**src/rtl/fnd_pkg.sv**
```systemverilog
`default_nettype none
// ============================================================================
// Module  : fnd_pkg
// Brief   : Shared constants, FSM encoding and font lookup for the FND scanner
// Revision: 1.0 - initial release
// ============================================================================
package fnd_pkg;

    localparam logic [7:0]  FONT_BLANK = 8'hFF;
    localparam logic [13:0] MAX_VALUE  = 14'd9999;

    // Active-low {dp,g,f,e,d,c,b,a}, digit 9 in the top slot
    localparam logic [9:0][7:0] FONT = {
        8'h90, 8'h80, 8'hF8, 8'h82, 8'h92,
        8'h99, 8'hB0, 8'hA4, 8'hF9, 8'hC0
    };

    localparam logic [0:0] ST_IDLE    = 1'b0;
    localparam logic [0:0] ST_CONVERT = 1'b1;

    localparam logic [3:0]      DIGIT_OFF = 4'b1111;
    localparam logic [3:0][3:0] DIGIT_EN  = {4'b0111, 4'b1011, 4'b1101, 4'b1110};

    function automatic logic [7:0] font_of(input logic [3:0] nib);
        logic [7:0] f;
        f = FONT_BLANK;
        if (nib <= 4'd9) begin
            f = FONT[nib];
        end
        return f;
    endfunction

endpackage
`default_nettype wire

```
**src/rtl/fnd_scan_controller_bin2bcd_seq.sv**
```systemverilog
`default_nettype none
// ============================================================================
// Module  : bin2bcd_seq
// Brief   : Captures a saturated 14-bit value and converts it with shift-add-3
// Revision: 1.0 - initial release
// ============================================================================
module bin2bcd_seq
    import fnd_pkg::*;
(
    input  logic        i_clk,
    input  logic        i_reset_n,
    input  logic        i_start,
    input  logic [13:0] i_value,
    output logic        o_busy,
    output logic [15:0] o_bcd,
    output logic        o_done
);

    localparam logic [3:0] LAST_ITER = 4'd13;

    logic [0:0]  state_q, state_d;
    logic [13:0] bin_q, bin_d;
    logic [14:0] bcd_q, bcd_d;
    logic [3:0]  cnt_q, cnt_d;
    logic [14:0] w_adj;
    logic [15:0] w_shift;
    logic [13:0] w_sat;

    assign w_sat = (i_value > MAX_VALUE) ? MAX_VALUE : i_value;

    // Thousands nibble stays <= 4 before the last shift, so it never needs the +3
    always_comb begin
        w_adj[14:12] = bcd_q[14:12];
        for (int k = 0; k < 3; k++) begin
            w_adj[k*4 +: 4] = (bcd_q[k*4 +: 4] >= 4'd5) ? bcd_q[k*4 +: 4] + 4'd3
                                                        : bcd_q[k*4 +: 4];
        end
        w_shift = {w_adj, bin_q[13]};
    end

    always_comb begin
        state_d = state_q;
        bin_d   = bin_q;
        bcd_d   = bcd_q;
        cnt_d   = cnt_q;
        case (state_q)
            ST_IDLE: begin
                if (i_start) begin
                    state_d = ST_CONVERT;
                    bin_d   = w_sat;
                    bcd_d   = '0;
                    cnt_d   = '0;
                end
            end
            ST_CONVERT: begin
                bin_d = {bin_q[12:0], 1'b0};
                bcd_d = w_shift[14:0];
                cnt_d = cnt_q + 4'd1;
                if (cnt_q == LAST_ITER) begin
                    state_d = ST_IDLE;
                end
            end
            default: state_d = ST_IDLE;
        endcase
    end

    always_ff @(posedge i_clk or negedge i_reset_n) begin
        if (!i_reset_n) begin
            state_q <= ST_IDLE;
            bin_q   <= '0;
            bcd_q   <= '0;
            cnt_q   <= '0;
        end else begin
            state_q <= state_d;
            bin_q   <= bin_d;
            bcd_q   <= bcd_d;
            cnt_q   <= cnt_d;
        end
    end

    assign o_busy = (state_q == ST_CONVERT);
    assign o_done = (state_q == ST_CONVERT) && (cnt_q == LAST_ITER);
    assign o_bcd  = w_shift;

endmodule
`default_nettype wire

```
**src/rtl/fnd_scan_controller.sv**
```systemverilog
`default_nettype none
// ============================================================================
// Module  : fnd_scan_controller
// Brief   : 4-digit common-anode FND scanner with binary-to-BCD front end
// Revision: 1.0 - initial release
// ============================================================================
module fnd_scan_controller
    import fnd_pkg::*;
#(
    parameter int SYS_CLK_HZ    = 100_000_000,
    parameter int SCAN_HZ       = 1000,
    parameter int BLANK_LEADING = 1
) (
    input  logic        i_clk,
    input  logic        i_reset_n,
    input  logic [13:0] i_value,
    input  logic        i_load,
    output logic        o_busy,
    output logic [1:0]  o_digitSelect,
    output logic [3:0]  o_digit,
    output logic [7:0]  o_font
);

    localparam int DIV = SYS_CLK_HZ / SCAN_HZ;
    localparam int PW  = (DIV > 2) ? $clog2(DIV) : 1;
    localparam logic [PW-1:0] PRESC_LAST = PW'(DIV - 1);

    logic [PW-1:0] presc_q, presc_d;
    logic [1:0]    idx_q, idx_d;
    logic [15:0]   disp_q, disp_d;
    logic [1:0]    sel_q;
    logic [3:0]    digit_q;
    logic [7:0]    font_q, font_d;

    logic          w_busy;
    logic          w_done;
    logic [15:0]   w_bcd;
    logic          w_tick;
    logic [15:0]   w_upper;
    logic          w_blank;

    bin2bcd_seq u_bin2bcd (
        .i_clk     (i_clk),
        .i_reset_n (i_reset_n),
        .i_start   (i_load),
        .i_value   (i_value),
        .o_busy    (w_busy),
        .o_bcd     (w_bcd),
        .o_done    (w_done)
    );

    assign w_tick  = (presc_q == PRESC_LAST);
    assign presc_d = w_tick ? '0 : presc_q + PW'(1);
    assign idx_d   = w_tick ? idx_q + 2'd1 : idx_q;
    assign disp_d  = w_done ? w_bcd : disp_q;

    // Selected digit sits in the low nibble; the rest are the higher digits
    assign w_upper = disp_q >> {idx_q, 2'b00};
    assign w_blank = (BLANK_LEADING != 0) && (idx_q != 2'd0) && (w_upper == 16'd0);
    assign font_d  = w_blank ? FONT_BLANK : font_of(w_upper[3:0]);

    always_ff @(posedge i_clk or negedge i_reset_n) begin
        if (!i_reset_n) begin
            presc_q <= '0;
            idx_q   <= '0;
            disp_q  <= '0;
            sel_q   <= '0;
            digit_q <= DIGIT_OFF;
            font_q  <= FONT_BLANK;
        end else begin
            presc_q <= presc_d;
            idx_q   <= idx_d;
            disp_q  <= disp_d;
            sel_q   <= idx_q;
            digit_q <= DIGIT_EN[idx_q];
            font_q  <= font_d;
        end
    end

    assign o_busy        = w_busy;
    assign o_digitSelect = sel_q;
    assign o_digit       = digit_q;
    assign o_font        = font_q;

endmodule
`default_nettype wire

```
**config.mk**
```make
export PLATFORM = sky130hd
export DESIGN_NAME = fnd_scan_controller
export DESIGN_NICKNAME = d
export VERILOG_FILES = /design/src/rtl/fnd_pkg.sv /design/src/rtl/fnd_scan_controller_bin2bcd_seq.sv /design/src/rtl/fnd_scan_controller.sv
export SDC_FILE = /design/constraint.sdc
export NUM_CORES = 1
export LEC_CHECK = 0
export CAP_MARGIN = 20
export CORE_MARGIN = 5
export CORE_UTILIZATION = 50
export DETAILED_ROUTE_END_ITERATION = 10
export PLACE_DENSITY = 0.7
export SLEW_MARGIN = 20
export SYNTH_ARGS = -nofsm -noshare
export SYNTH_HDL_FRONTEND = slang
export SYNTH_SLANG_ARGS = --single-unit
```
**constraint.sdc**
```tcl
create_clock -name i_clk -period 2.6 [get_ports i_clk]
set_input_delay 0.52 -clock i_clk [delete_from_list [all_inputs] [get_ports i_clk]]
set_output_delay 0.52 -clock i_clk [all_outputs]
set_load 0.005 [all_outputs]
```
-- After elaboration in Yosys (flattened, before gate mapping)
Memory sizes are Yosys's and may differ from the RTL's.
Index checks and enable logic that the tools add are counted.
- register bits: 83
- memory bits (read-only): 128
- input bits: 17
- output and inout port bits: 15
- word-level logic and storage cells: 52
- memories: 1
- $add $sub $neg: 6
- order comparisons: 7
- equal/unequal tests: 3
- shifts and indexed selects: 1
- muxes and demuxes: 19
- bitwise gates (word level): 1
- reductions and logical operators: 4
- memories (memory ; words ; width ; read ports ; clocked after Yosys merged registers in ; write ports ; RTL line ; RTL):
    (name not given) ; 16 ; 8 ; 1 ; 0 ; 0 ; fnd_pkg.sv:28 ; f = FONT[nib];
- operators by type and width (cell ; count):
    one-hot mux 15 bit (2 select lines) ; 1
    2-to-1 mux 14 bit ; 2
    one-hot mux 14 bit (2 select lines) ; 1
    2-to-1 mux 8 bit ; 3
    2-to-1 mux 4 bit ; 5
    adder 17 x 1 -> 17 bit, second input constant ; 1
    == test 17 bit, second input constant ; 1
    2-to-1 mux 17 bit ; 1
    logical NOT 16 bit ; 1
    right shift 16 x 4 -> 16 bit ; 1
    2-to-1 mux 15 bit ; 1
    greater-than comparator 14 bit, second input constant ; 1
    adder 4 x 2 -> 4 bit, second input constant ; 3
    >= comparator 4 x 3 -> 1 bit, second input constant ; 3
    binary-select mux 4 bit (select 2 bit) ; 1
    one-hot mux 4 bit (2 select lines) ; 1
    less-than comparator 4 x 5 -> 1 bit, second input constant ; 1
    adder 4 x 1 -> 4 bit, second input constant ; 1
    == test 4 bit, second input constant ; 1
    less-or-equal comparator 4 bit, second input constant ; 1
    less-than comparator 2 x 3 -> 1 bit, second input constant ; 1
    adder 2 x 1 -> 2 bit, second input constant ; 1
    logical AND 1 bit ; 2
    2-to-1 mux 1 bit ; 2
    other kinds (4) ; 4

-- Logic depth before layout (Yosys ltp)
- depth after elaboration: 5
- depth in mapped cells: 7
- gate-level depth less buffers: 6

-- By module
From an unflattened synthesis, not the netlist that was laid out.
- cells, all modules: 366
- area total of the unflattened synthesis: 4037.6 um^2
- modules (own cells, without submodules) (module ; times used ; cells an instance ; area an instance (um^2) ; seq. area each (um^2)):
    fnd_scan_controller ; 1 ; 179 ; 2220.9 ; 1214.9
    bin2bcd_seq ; 1 ; 187 ; 1816.7 ; 850.8

-- Least setup slack after synthesis
OpenSTA, ideal clock, no wires.
- kind: register -> register
- start: register idx_q[0]
- end: register font_q[0], in the netlist o_font[0]
- setup time: 81 ps
- arrival: 1875 ps
- slack: 644 ps
- cell stages (with the launch flop): 8
- buffers on the path: 1
- period minus slack after synthesis: 1956 ps
- path through: dfrtp_1 > buf_2 > mux4_2 > inv_1 > ha_1 > nand3_1 > a211o_1 > o211ai_1
- longest elaborated chain between the ends: 5
- elaborated cells on any way between the ends: 9
- RTL lines (item ; RTL line ; RTL):
    start, declared ; fnd_scan_controller.sv:29 ; logic [1:0] idx_q, idx_d;
    start signal, assigned ; fnd_scan_controller.sv:72 ; idx_q <= idx_d;
    right shift 16 x 4 -> 16 bit ; fnd_scan_controller.sv:58 ; assign w_upper = disp_q >> {idx_q, 2'b00};
    memory (16 x 8 bit) ; -- ;
    2-to-1 mux 8 bit (implied by the code) ; fnd_pkg.sv:28 ;
    2-to-1 mux 8 bit ; fnd_pkg.sv:27 ; if (nib <= 4'd9) begin
    2-to-1 mux 8 bit (*) ; fnd_scan_controller.sv:60 ; assign font_d = w_blank ? FONT_BLANK : font_of(w_upper[3:0]);
    via font_d[0] ; fnd_scan_controller.sv:33 ; logic [7:0] font_q, font_d;
    end signal, assigned ; fnd_scan_controller.sv:76 ; font_q <= font_d;
    end, declared ; fnd_scan_controller.sv:33 ;
Mark *: on every way through the listed nets, which the timed path passes. The rest lies on a longest branch. The select of a mux whose other input is x is not followed.
A chain may end at the register's enable or synchronous reset.

-- Final worst setup path
Ends and elaborated chain as after synthesis.

==> metrics.yaml <==
path_cells: "mux4_2 -> inv_1 -> ha_1 -> nand3_1 -> a211o_1 -> o211ai_1"
cts_made_buffers: 9
row_count: 33
powerDensity_nw_per_um2: 970.9
nets: 461
finalHoldViolCount: 0
grt_pass1_wl_mm: 12.97
die_w_microns: 100.8
end_kind: "flip-flop"
cp.depth: 6
diodes: 0
switching_share_pct: 33.68
die_area_sq_um: 10170
setup_violations: 0
synth_area_per_cell_sq_um: 10.50
grt_overflow: 0
h-tree-depth: 3
syn_inst: 393
cts_root_buf: "clkbuf_8"
cts_tree: "yes"
hp-class: "in2async"
ys_warn_count: 0
grt_pass1_vias: 2872
drt_iter0_drc: 100
synth.distinct_cells: 50
p_sw_mw: 1.563
seq_power_share_pct: 43.3
crit_fanout: 8
vias: 2897
clk_pin_slew_worst_paths_ps: 90
max_slew_margin_pct: 52.48
worstSetupPathType: "reg2reg"
hpwlAfterDp_mm: 5.289
max_freq_mhz: 474.2
irDropWorstVdd_uv: 351.4
wl_per_cell_microns: 13.83
ys_ff_latch: 82
pwr-share-comb_pct: 34.9
antenna_found_initial: 0
syn_area_sq_um: 4126
fin_ws_ps: 491.1
cpPeakStageDelay_ps: 600
cp-start-kind: "flip-flop"
area_growth_pct: 15.86
layout_common_cells: "70 x dfrtp_1, 35 x nand2_1, 29 x clkdlybuf4s50_1"
start_util_pct: 50.73
setup_tns_ps: 0
reg2regPathDepth: 6
mappedNetlistNets: 428
clk_path_buf_depth: 2
synthArstFlopShare_pct: 100.0
crit_family: "multiplexers"
dp_slack_ps: 499.1
coreArea_sq_um: 8134
tightest_slew_ps: 707.3
post-route-drc-count: 0
grt_max_degree: 53
worstPathRequired_ps: 2870
fin_crit_sh_pct: 81.11
ant_nets: 0
pwr-share-clk_pct: 21.8
critPathArrivalTime_ps: 2380
cpMaxStageDelayCell: "mux4_2"
outcome: "finished, final reports clean"
finClkSkew_ps: 12.24
io_pins: 32
dominantRegCellSynth: "dfrtp_1"
finalCriticalPeriod_ps: 2109
port_buffers: 30
final_common_cell: "dfrtp_1"
cts_setup_buffers: 0
die_h_microns: 100.8
drive_above_1_share_pct: 13.46
ctsHoldBuffers: 0
clk_latency_ps: 340
leakagePower_nw: 2.166
fillers: 695
clock-sinks: 82
slew_viol_final: 0
synth_edf_count: 0
grt_use_total_pct: 15.77
power.internal_mw: 3.078
avgViaCountPerCell: 5.405
max_cap_viol_count: 0
first_pass_iters: 4
wl_mm: 7.414
ctsResizeCount: 0
ys_seq_area_share_pct: 50.06
gp_congestion: 0.7604
crit_buf_inv: 1
grt_setup_unrepaired: "false"
## routing by layer
metal | wire (microns) | GRT usage, % | up-vias | share of wire (%)
met5 | 0 | 0 | - | 0
met2 | 3620 | 25.37 | 61 | 49
met3 | 308 | 3.045 | 9 | 4.2
met1 | 3382 | 20.99 | 1404 | 46
met4 | 103 | 6.321 | 0 | 1.4
li1 | - | - | 1423 | -
## path summary, 6_finish.rpt
kind,start,end,slack [ps]
hold / removal,i_reset_n,disp_q[14],100
hold reg to reg,u_bin2bcd.bin_q[0],u_bin2bcd.bin_q[1],480
setup / recovery,idx_q[0],o_font[0],490
setup reg to reg,idx_q[0],o_font[0],490
max in group asynchronous,i_reset_n,o_digit[2],1840
min in group i_clk,u_bin2bcd.bin_q[0],u_bin2bcd.bin_q[1],480
## cell families (layout without fill, tap and decap cells)
logic type	Yosys count	count (layout)	share of synthesized area, %
buffers and inverters	36	74	3.638
AND/OR/NAND/NOR	135	135	17.65
other	1	1	0.09088
flip-flops	82	82	50.06
AO/OA/AOI/OAI	78	78	11.76
adder cells (fa/ha/maj)	18	18	5.458
XOR/XNOR	17	17	3.608
multiplexers	26	26	7.732
## sequential cells by signal, summed over array words and instances, names as in the netlist
name,flops
u_bin2bcd.bin_q,14
u_bin2bcd.bcd_q,15
disp_q,16
o_digitSelect,2
idx_q,2
u_bin2bcd.o_busy,1
presc_q,17
o_digit,4
o_font,7
u_bin2bcd.cnt_q,4
## cell type report
type	instances	area [sq um]	share of cell area (%)
flip-flops and latches	82	2067	43.23
clock inverters	6	91.34	1.910
multi-input cells	275	1911	39.96
inverters	18	67.56	1.413
clock buffers	10	127.6	2.669
repair buffers	40	385.4	8.061
well taps	105	131.4	2.748
## through the flow
step | cell area, sq um | std cells | total power, mW | hold slack (ps) | util, %
after floorplan | 4126 | 393 | 3.174 | 224.4 | -
after global placement | 4562 | 520 | 3.597 | 461.2 | 56.08
after detailed placement | 4562 | 520 | 3.671 | 463.4 | 56.08
after CTS | 4781 | 536 | 4.698 | 101.9 | 58.78
after global routing | 4781 | 536 | 5.011 | 118.4 | 58.78
final | 4781 | 536 | 4.642 | 104.3 | 58.78
## synth_stat cells (2+ instances only)
| cell | n | share of area [%] |
|---|---|---|
| nand2_1 | 35 | 3.2 |
| nor3_1 | 4 | 0.49 |
| mux2i_1 | 15 | 3.6 |
| dfrtp_1 | 71 | 43 |
| o31a_1 | 4 | 0.85 |
| xnor2_1 | 14 | 3.0 |
| mux4_2 | 4 | 2.2 |
| nor2b_1 | 7 | 1.1 |
| a21o_1 | 3 | 0.55 |
| o31ai_1 | 8 | 1.5 |
| a21oi_1 | 25 | 3.0 |
| dfstp_2 | 11 | 7.0 |
| and2_1 | 2 | 0.30 |
| o21ai_0 | 23 | 2.8 |
| o21ai_2 | 2 | 0.42 |
| clkbuf_1 | 11 | 1.0 |
| xor2_1 | 3 | 0.64 |
| mux2_2 | 7 | 1.9 |
| o21bai_1 | 2 | 0.36 |
| a22o_1 | 4 | 0.85 |
| nand4_1 | 4 | 0.61 |
| nand2b_1 | 25 | 3.8 |
| buf_2 | 3 | 0.36 |
| inv_1 | 18 | 1.6 |
| ha_1 | 18 | 5.5 |
| nand3_1 | 14 | 1.7 |
| nor4_1 | 5 | 0.76 |
| nor3b_1 | 8 | 1.5 |
| buf_1 | 2 | 0.18 |
| nor2_1 | 21 | 1.9 |
## worst register-to-register path: stages (launching register included)
cell and delay [ps]:
dfrtp_1 550, mux4_2 610, inv_1 130, ha_1 170, nand3_1 80, a211o_1 370
o211ai_1 130
## power by group through the flow
stage	Clock (mW)	Sequential (mW)	Combinational, mW
finish	1.01	2.01	1.62
CTS	1.05	2.01	1.65
global route	1.10	2.06	1.84
global placement	0	2.02	1.58
floorplan	0	1.93	1.24
detailed placement	0	2.03	1.64
No activity file was read; power rests on OpenSTA's default activity.
